==> config.mk <==
export PLATFORM = sky130hd
export DESIGN_NAME = pipe_ctrl
export DESIGN_NICKNAME = d
export VERILOG_FILES = /design/src/rtl/pipe_pkg.sv /design/src/rtl/pipe_ctrl_stall_counter.sv /design/src/rtl/pipe_ctrl.sv
export SDC_FILE = /design/constraint.sdc
export NUM_CORES = 1
export LEC_CHECK = 0
export ABC_AREA = 1
export CAP_MARGIN = 40
export CORE_MARGIN = 2
export CORE_UTILIZATION = 39
export DETAILED_ROUTE_END_ITERATION = 8
export PLACE_DENSITY = 0.74
export SLEW_MARGIN = 5
export SYNTH_ARGS = -nofsm -noshare
export SYNTH_HDL_FRONTEND = slang
export SYNTH_SLANG_ARGS = --single-unit
==> constraint.sdc <==
create_clock -name clk -period 2.45 [get_ports clk]
set_input_delay 0.735 -clock clk [delete_from_list [all_inputs] [get_ports clk]]
set_output_delay 0.735 -clock clk [all_outputs]
set_load 0.05 [all_outputs]
==> src/rtl/pipe_pkg.sv <==
// Shared constants and types for the pipeline hazard controller.
// Memory-op encodings, register sentinel and the stall class enum.
package pipe_pkg;

  localparam logic [3:0] REG_NONE      = 4'hF;
  localparam logic [1:0] MEM_NONE      = 2'b11;
  localparam logic [1:0] MEM_LOAD      = 2'b01;
  localparam logic [1:0] MEM_STORE     = 2'b10;
  localparam int         PROG_ADDR_MSB = 15;

  typedef enum logic [2:0] {
    CLS_RUN,
    CLS_LU,
    CLS_FLUSH,
    CLS_RAM_RD,
    CLS_RAM_WR1,
    CLS_RAM_WR2
  } cls_e;

  function automatic logic is_load(input logic [1:0] m);
    return m == MEM_LOAD;
  endfunction

  function automatic logic is_store(input logic [1:0] m);
    return m == MEM_STORE;
  endfunction

endpackage

==> src/rtl/pipe_ctrl_stall_counter.sv <==
// 16-bit saturating stall counter with synchronous clear.
// Ports: clk, rst (async high), clr, en -> count.
module stall_counter (
  input  logic        clk,
  input  logic        rst,
  input  logic        clr,
  input  logic        en,
  output logic [15:0] count
);

  always_ff @(posedge clk or posedge rst) begin
    if (rst) begin
      count <= '0;
    end else if (clr) begin
      count <= '0;
    end else if (en && count != 16'hFFFF) begin
      count <= count + 16'd1;
    end
  end

endmodule

==> src/rtl/pipe_ctrl.sv <==
// Hazard/stall controller: classifies each cycle and decodes the
// pipeline hold/clear/freeze controls plus shared-RAM arbitration.
module pipe_ctrl
  import pipe_pkg::*;
(
  input  logic        clk,
  input  logic        rst,
  input  logic [3:0]  id_rreg1,
  input  logic [3:0]  id_rreg2,
  input  logic        id_use1,
  input  logic        id_use2,
  input  logic [3:0]  ex_wreg,
  input  logic [1:0]  ex_controlmem,
  input  logic        ex_branch_taken,
  input  logic [1:0]  mem_controlmem,
  input  logic [15:0] mem_addr,
  input  logic        cnt_clr,
  output logic        pc_hold,
  output logic        ifid_hold,
  output logic        ifid_clear,
  output logic        id_clear,
  output logic        pipe_freeze,
  output logic        ram_sel,
  output logic [15:0] stall_count
);

  cls_e state_q;
  cls_e cls;

  logic prog_hit;
  logic st_conf;
  logic ld_conf;
  logic load_use;
  logic raw_clear;
  logic unused_addr;

  assign unused_addr = ^mem_addr[PROG_ADDR_MSB-1:0];

  assign prog_hit = ~mem_addr[PROG_ADDR_MSB];
  assign st_conf  = is_store(mem_controlmem) & prog_hit;
  assign ld_conf  = is_load(mem_controlmem) & prog_hit;

  assign load_use = is_load(ex_controlmem) &&
                    ex_wreg != REG_NONE &&
                    ((id_use1 && id_rreg1 == ex_wreg) ||
                     (id_use2 && id_rreg2 == ex_wreg));

  always_ff @(posedge clk or posedge rst) begin
    if (rst) state_q <= CLS_RUN;
    else     state_q <= cls;
  end

  // RAM_WR1 always completes as RAM_WR2 regardless of inputs.
  always_comb begin
    cls = CLS_RUN;
    if (rst)                       cls = CLS_RUN;
    else if (state_q == CLS_RAM_WR1) cls = CLS_RAM_WR2;
    else if (st_conf)              cls = CLS_RAM_WR1;
    else if (ld_conf)              cls = CLS_RAM_RD;
    else if (ex_branch_taken)      cls = CLS_FLUSH;
    else if (load_use)             cls = CLS_LU;
  end

  always_comb begin
    pc_hold     = 1'b0;
    ifid_hold   = 1'b0;
    raw_clear   = 1'b0;
    id_clear    = 1'b0;
    pipe_freeze = 1'b0;
    ram_sel     = 1'b0;
    unique case (cls)
      CLS_RUN: ;
      CLS_LU: begin
        pc_hold   = 1'b1;
        ifid_hold = 1'b1;
        id_clear  = 1'b1;
      end
      CLS_FLUSH: begin
        raw_clear = 1'b1;
        id_clear  = 1'b1;
      end
      CLS_RAM_RD, CLS_RAM_WR2: begin
        ram_sel   = 1'b1;
        pc_hold   = 1'b1;
        raw_clear = 1'b1;
        // Fetch is lost this cycle; a taken branch still redirects
        // the PC, otherwise a load-use keeps the ID instruction.
        if (ex_branch_taken) begin
          id_clear = 1'b1;
          pc_hold  = 1'b0;
        end else if (load_use) begin
          ifid_hold = 1'b1;
          id_clear  = 1'b1;
        end
      end
      CLS_RAM_WR1: begin
        ram_sel     = 1'b1;
        pipe_freeze = 1'b1;
        pc_hold     = 1'b1;
        ifid_hold   = 1'b1;
      end
      default: ;
    endcase
  end

  assign ifid_clear = raw_clear & ~ifid_hold;

  stall_counter u_cnt (
    .clk   (clk),
    .rst   (rst),
    .clr   (cnt_clr),
    .en    (cls != CLS_RUN),
    .count (stall_count)
  );

endmodule

=== Word level (Yosys, flattened, before mapping) ===
Cells that the tools add are included.

* Bits of input ports: 38
* Output and inout bits: 22
* Flip-flop bits (word level): 19
* Word-level logic and storage cells: 52

* Eq/ne operators: 13
* Bitwise gates (word level): 5
* Reductions and logical operators: 13
* Mux-type cells: 18
* $add $sub $neg: 1

{| class="wikitable"
|+ Operator list
! kind !! number
|-
| 16-bit two-way mux || 2
|-
| 16-bit by 1-bit adder with 16-bit output (second input constant) || 1
|-
| 16-bit != test (second input constant) || 1
|-
| 3-bit equality test (second input constant) || 3
|-
| 3-bit two-way mux || 3
|-
| 4-bit equality test || 2
|-
| 1-bit two-way mux || 8
|-
| 3-bit by 2-bit equality test with 1-bit output (second input constant) || 2
|-
| 1-bit one-hot mux with 2 select lines || 3
|-
| 2-bit OR reduction || 3
|-
| 3-bit OR reduction || 2
|-
| 1-bit logical AND || 5
|-
| 2-bit by 1-bit equality test with 1-bit output (second input constant) || 2
|-
| 2-bit two-way mux || 2
|-
| 4-bit != test (second input constant) || 1
|-
| 1-bit AND || 3
|-
| 3-bit by 1-bit equality test with 1-bit output (second input constant) || 1
|-
| 3-bit nonzero test || 1
|-
| 2-bit equality test (second input constant) || 1
|-
| 1-bit inverter || 2
|-
| 2-bit nonzero test || 1
|-
| 1-bit logical OR || 1
|}

=== Longest topological paths before layout ===
* Depth after elaboration: 15
* Gate-level depth with buffers: 16
* Gate-level depth less buffers: 15

=== Cells and area by module ===
Synthesis repeated with hierarchy kept, for this count alone.

* Cell total of the unflattened synthesis: 240
* Area, all modules: 1530.2 um^2

{| class="wikitable"
|+ Modules (own cells, without submodules)
! module !! times used !! area each (um^2) !! seq. area each (um^2) !! cells an instance
|-
| stall_counter || 1 || 1083.5 || 400.4 || 159
|-
| pipe_ctrl || 1 || 446.7 || 75.1 || 81
|}

=== Worst setup path before layout ===
No wires, ideal clock.

* Path kind: input to output
* Start point: in ex_wreg[1]
* End point: out ifid_clear
* Arrival time: 2845 ps
* Slack: -1130 ps
* Cell stages on the path: 14
* Path through: inv_1 nand2_1 nand2_1 nor2_1 nand3_1 nand2_1 nand3_1 nand2_1 nand2_1 nand2_1 nand2_1 nand2_1 nand3_1 nor2_1

* Cells in the longest elaborated chain, start to end: 15
* Elaborated cells on any way between the ends: 28
* Classes of those cells: 8 x eq/ne; 10 x mux; 2 x bitwise; 8 x reduce/logical

{| class="wikitable"
|+ RTL lines
! item !! RTL line !! RTL
|-
| from (decl) || pipe_ctrl.sv:12 || <nowiki>input logic [3:0] ex_wreg,</nowiki>
|-
| 4-bit equality test (on tied branches) || pipe_ctrl.sv:45, pipe_ctrl.sv:46 ||
|-
| 1-bit logical AND (on tied branches) || pipe_ctrl.sv:45, pipe_ctrl.sv:46 ||
|-
| 1-bit logical OR || pipe_ctrl.sv:45 || <nowiki>((id_use1 && id_rreg1 == ex_wreg) ||</nowiki>
|-
| 1-bit logical AND * || pipe_ctrl.sv:44 || <nowiki>ex_wreg != REG_NONE &&</nowiki>
|-
| 1-bit two-way mux || pipe_ctrl.sv:61, pipe_ctrl.sv:91 ||
|-
| 2-bit two-way mux || pipe_ctrl.sv:60 || <nowiki>else if (ex_branch_taken) cls = CLS_FLUSH;</nowiki>
|-
| 2-bit two-way mux || pipe_ctrl.sv:59 || <nowiki>else if (ld_conf) cls = CLS_RAM_RD;</nowiki>
|-
| 3-bit two-way mux || pipe_ctrl.sv:58 || <nowiki>else if (st_conf) cls = CLS_RAM_WR1;</nowiki>
|-
| 3-bit two-way mux || pipe_ctrl.sv:57 || <nowiki>else if (state_q == CLS_RAM_WR1) cls = CLS_RAM_WR2;</nowiki>
|-
| 3-bit two-way mux || pipe_ctrl.sv:56 || <nowiki>if (rst) cls = CLS_RUN;</nowiki>
|-
| 3-bit equality test, or another cell as far along || pipe_ctrl.sv:71 || <nowiki>unique case (cls)</nowiki>
|-
| 2-bit OR reduction (on tied branches) || n/a ||
|-
| 1-bit one-hot mux with 2 select lines * || pipe_ctrl.sv:71 ||
|-
| net ifid_hold || pipe_ctrl.sv:19 || <nowiki>output logic ifid_hold,</nowiki>
|-
| 1-bit inverter * || pipe_ctrl.sv:106 || <nowiki>assign ifid_clear = raw_clear & ~ifid_hold;</nowiki>
|-
| 1-bit AND * || pipe_ctrl.sv:106 ||
|-
| to (decl) || pipe_ctrl.sv:20 || <nowiki>output logic ifid_clear,</nowiki>
|}

Mark *: on every way through the listed nets, which the timed path passes. The rest lies on a longest branch.

=== Worst setup path after layout ===
* Start point: in mem_controlmem[1]
* End point: out pc_hold

* Cells in the longest elaborated chain, start to end: 9
* Elaborated cells on any way between the ends: 15
* Classes of those cells: 6 x eq/ne; 5 x mux; 2 x bitwise; 2 x reduce/logical

{| class="wikitable"
|+ RTL lines
! item !! RTL line !! RTL
|-
| from (decl) || pipe_ctrl.sv:15 || <nowiki>input logic [1:0] mem_controlmem,</nowiki>
|-
| 2-bit by 1-bit equality test with 1-bit output || pipe_pkg.sv:21 || <nowiki>return m == MEM_LOAD;</nowiki>
|-
| 1-bit AND || pipe_ctrl.sv:41 || <nowiki>assign ld_conf = is_load(mem_controlmem) & prog_hit;</nowiki>
|-
| 2-bit two-way mux || pipe_ctrl.sv:59 ||
|-
| 3-bit two-way mux * || pipe_ctrl.sv:58 ||
|-
| 3-bit two-way mux * || pipe_ctrl.sv:57 ||
|-
| 3-bit two-way mux * || pipe_ctrl.sv:56 ||
|-
| net cls[1] || pipe_ctrl.sv:28 || <nowiki>cls_e cls;</nowiki>
|-
| 3-bit equality test, or another cell as far along || pipe_ctrl.sv:71 ||
|-
| 2-bit OR reduction (on tied branches) || n/a ||
|-
| 1-bit one-hot mux with 2 select lines * || pipe_ctrl.sv:71 ||
|-
| to (decl) || pipe_ctrl.sv:18 || <nowiki>output logic pc_hold,</nowiki>
|}

Marked as above.

==> flow_summary.toml <==
[floorplanning]
num_rows = 22
ioPinCount = 60
die_y_um = 65.27
die_x_um = 65.27
core_um2 = 3633
initial_utilization = 0.4029
fp.dieArea_um2 = 4260

[detailed_routing]
routed_wl_mm = 4.030
via_per_inst = 5.018
drcViolationCount = 0
initialDrtViolationCount = 103
firstDrtPassIters = 4
wl_per_cell_um = 12.25
ant_nets = 0
via_count = 1651

[power_and_ir_drop]
p_total_mw = 0.8397
seqPwrFrac = 0.388
switching_share = 0.3322
internal_power_mw = 0.5607
ir_worst_vdd_mv = 0.1894
pwr-share-clk = 0.268
netSwitchingPower_mw = 0.2789
p_leak_nw = 1.248
powerDensity_nw_per_um2 = 359.6
power_frac_comb = 0.343

[timing]
period_minus_slack_ns = 2.897
fin_crit_sh = 1.183
final-hold-violation-count = 0
max_slew_margin = 0.6630
fin_tns_setup_ns = -2.173
clock_skew_ns = 0.004476
rsz0062_at_grt = "true"
setup_violations = 6
max_freq_mhz = 345.1
setup_slack_ns = -0.4475
worstMarginPinSlew_ns = 0.5039
drv_slew = 0

[global_route]
grt_pass1_vias = 1560
grt_overflow = 0
grt_first_pass_wirelength_mm = 6.672
grt.total_usage = 0.1951
grt_max_degree = 33
antenna_found_initial = 0

[final_layout]
syn2layout_area_growth_pct = 59.49
drive_gt1_frac = 0.3096
n_antenna_cell = 0
nNetsFinal = 321
finalInstanceArea_um2 = 2335

[hold_path]
hp-class = "reg2reg"
min_path_cells = 2

[clock_network]
cts_root_buffer = "clkbuf_8"
clock_latency_ns = 0.26
cts_tree = "built"
cts_sinks = 19
h-tree-depth = 1
cts_buffer_depth = 2
cts_buffers = 3
clkSlewWorstSetupHoldPaths_ns = 0.08

[critical_path]
crit_arrival_ns = 2.16
cp-start-kind = "primary input"
cp.required_ns = 1.71
crit_type = "in2out"
r2r.worst_path.cells = 12
cp_max_fo = 3
endpoint_kind = "output pin"

[yosys]
synth.area.top_cells = "dfrtp_1 32%, nand2_1 16%, inv_1 9.0%"
ys_ff_latch = 19
yosysSeqAreaShare = 0.3248
synth_top_cell_by_area = "dfrtp_1"
synth_fp_nets = 256
syn_inst = 217
mappedNetlistArea_um2 = 1464
synth.avg_cell_area_um2 = 6.746
synth_cell_type_count = 28
yosys_warnings = 0
synth_top_area_share = 0.3248

[placed_design]
place_area_um2 = 2160
gp_congestion = 0.7859
dp.final_hpwl_mm = 2.668
portBuffers = 44

[run]
cap_violations = 0

[status]
violations = "negative setup slack"
status = "finished, violations left"
==> area by class of cell <==
cell class | instances | area, um2
inverter | 40 | 165.2
timing repair buffer | 64 | 644.4
fill | 331 | 1299
tap | 48 | 60.06
multi-input combinational | 154 | 943.4
sequential | 19 | 475.5
clock inverter | 1 | 5.005
clock buffer | 3 | 41.29
==> worst max-delay path, cell delays in order <==
cell and delay, ns:
dlygate4sd2_1 0.24, inv_2 0.05, nor2_1 0.03, nand2_1 0.07, nand2_1 0.07, inv_2 0.09
nand2_2 0.08, nor2_4 0.12, inv_2 0.05, nand2_2 0.09, nand2_2 0.06, o211ai_1 0.26
clkbuf_16 0.23
==> logic make-up after synthesis <==
kind of cell	Yosys count	share of synthesized area
buffers and inverters	46	0.1256
adder cells (fa/ha/maj)	1	0.008546
AND/OR/NAND/NOR	131	0.4333
XOR/XNOR	12	0.07179
AO/OA/AOI/OAI	8	0.03589
flip-flops	19	0.3248
==> placed cells by master, fill, tap and decap left out, drive strengths merged <==
cell type / n
o211ai: 2
nand4: 18
nor2: 18
clkinv: 2
buf: 37
nand3: 30
dlymetal6s2s: 1
o21ai: 3
nand2: 65
nand3b: 1
ha: 1
nor3: 1
clkdlybuf4s50: 17
clkdlybuf4s15: 2
a41oi: 1
o32ai: 1
dlygate4sd2: 4
dfrtp: 19
inv: 39
xor2: 5
clkbuf: 6
xnor2: 7
a21oi: 1
==> layer usage <==
metal	track usage	part of all wire	vias up
met5	0	0	-
met3	0.03082	0.042	9
met1	0.2411	0.45	767
met2	0.3482	0.49	46
li1	-	-	829
met4	0.05729	0.016	0
==> synth_stat cells, drive strengths merged <==
cell type and n:
clkbuf 1, xor2 5, nand4 18, ha 1
buf 5, o211ai 2, o21ai 3, nor2 18
nand3b 1, xnor2 7, a41oi 1, dfrtp 19
nand3 29, nor3 1, a21oi 1, o32ai 1
inv 39, nand2 64, clkinv 1
==> worst paths after layout <==
kind                                   start              end  slack, ns
setup / recovery           mem_controlmem[1]          pc_hold      -0.45
hold / removal               u_cnt.count[10]  u_cnt.count[10]       0.56
setup reg to reg              u_cnt.count[0]   u_cnt.count[0]       0.25
hold reg to reg              u_cnt.count[10]  u_cnt.count[10]       0.56
max in group asynchronous                rst  u_cnt.count[14]       1.50
min in group asynchronous                rst  u_cnt.count[15]       0.74
==> sequential cells by signal (all words and copies together), names as in the netlist <==
signal       flops
state_q          3
u_cnt.count     16
==> stage by stage <==
step	instances	worst slack, ns	hold WS (ns)	util
after floorplan	217	-0.4391	0.6193	-
after global placement	318	-0.8851	0.5420	0.5944
after detailed placement	318	-0.9198	0.5413	0.5944
after CTS	327	-0.4551	0.5561	0.6257
after global routing	329	-0.5387	0.6119	0.6426
final	329	-0.4475	0.5564	0.6426
==> repair_timing <==
action | in CTS | in global routing
buffers inserted | 5 | 0
hold buffers | 0 | 0
resized for setup | 82 | 16
hold endpoints to repair | 0 | 0
setup endpoints to repair | 22 | 22
gates cloned | 0 | 2
pin swaps | 29 | 18
==> power by group through the flow <==
stage	clock, mW	combinational (mW)	sequential (mW)
after floorplan	0	0.122	0.345
after global placement	0	0.260	0.332
after detailed placement	0	0.261	0.332
after CTS	0.229	0.276	0.326
after global routing	0.243	0.309	0.327
final	0.225	0.288	0.326
Power figures use the tool's default switching activity.
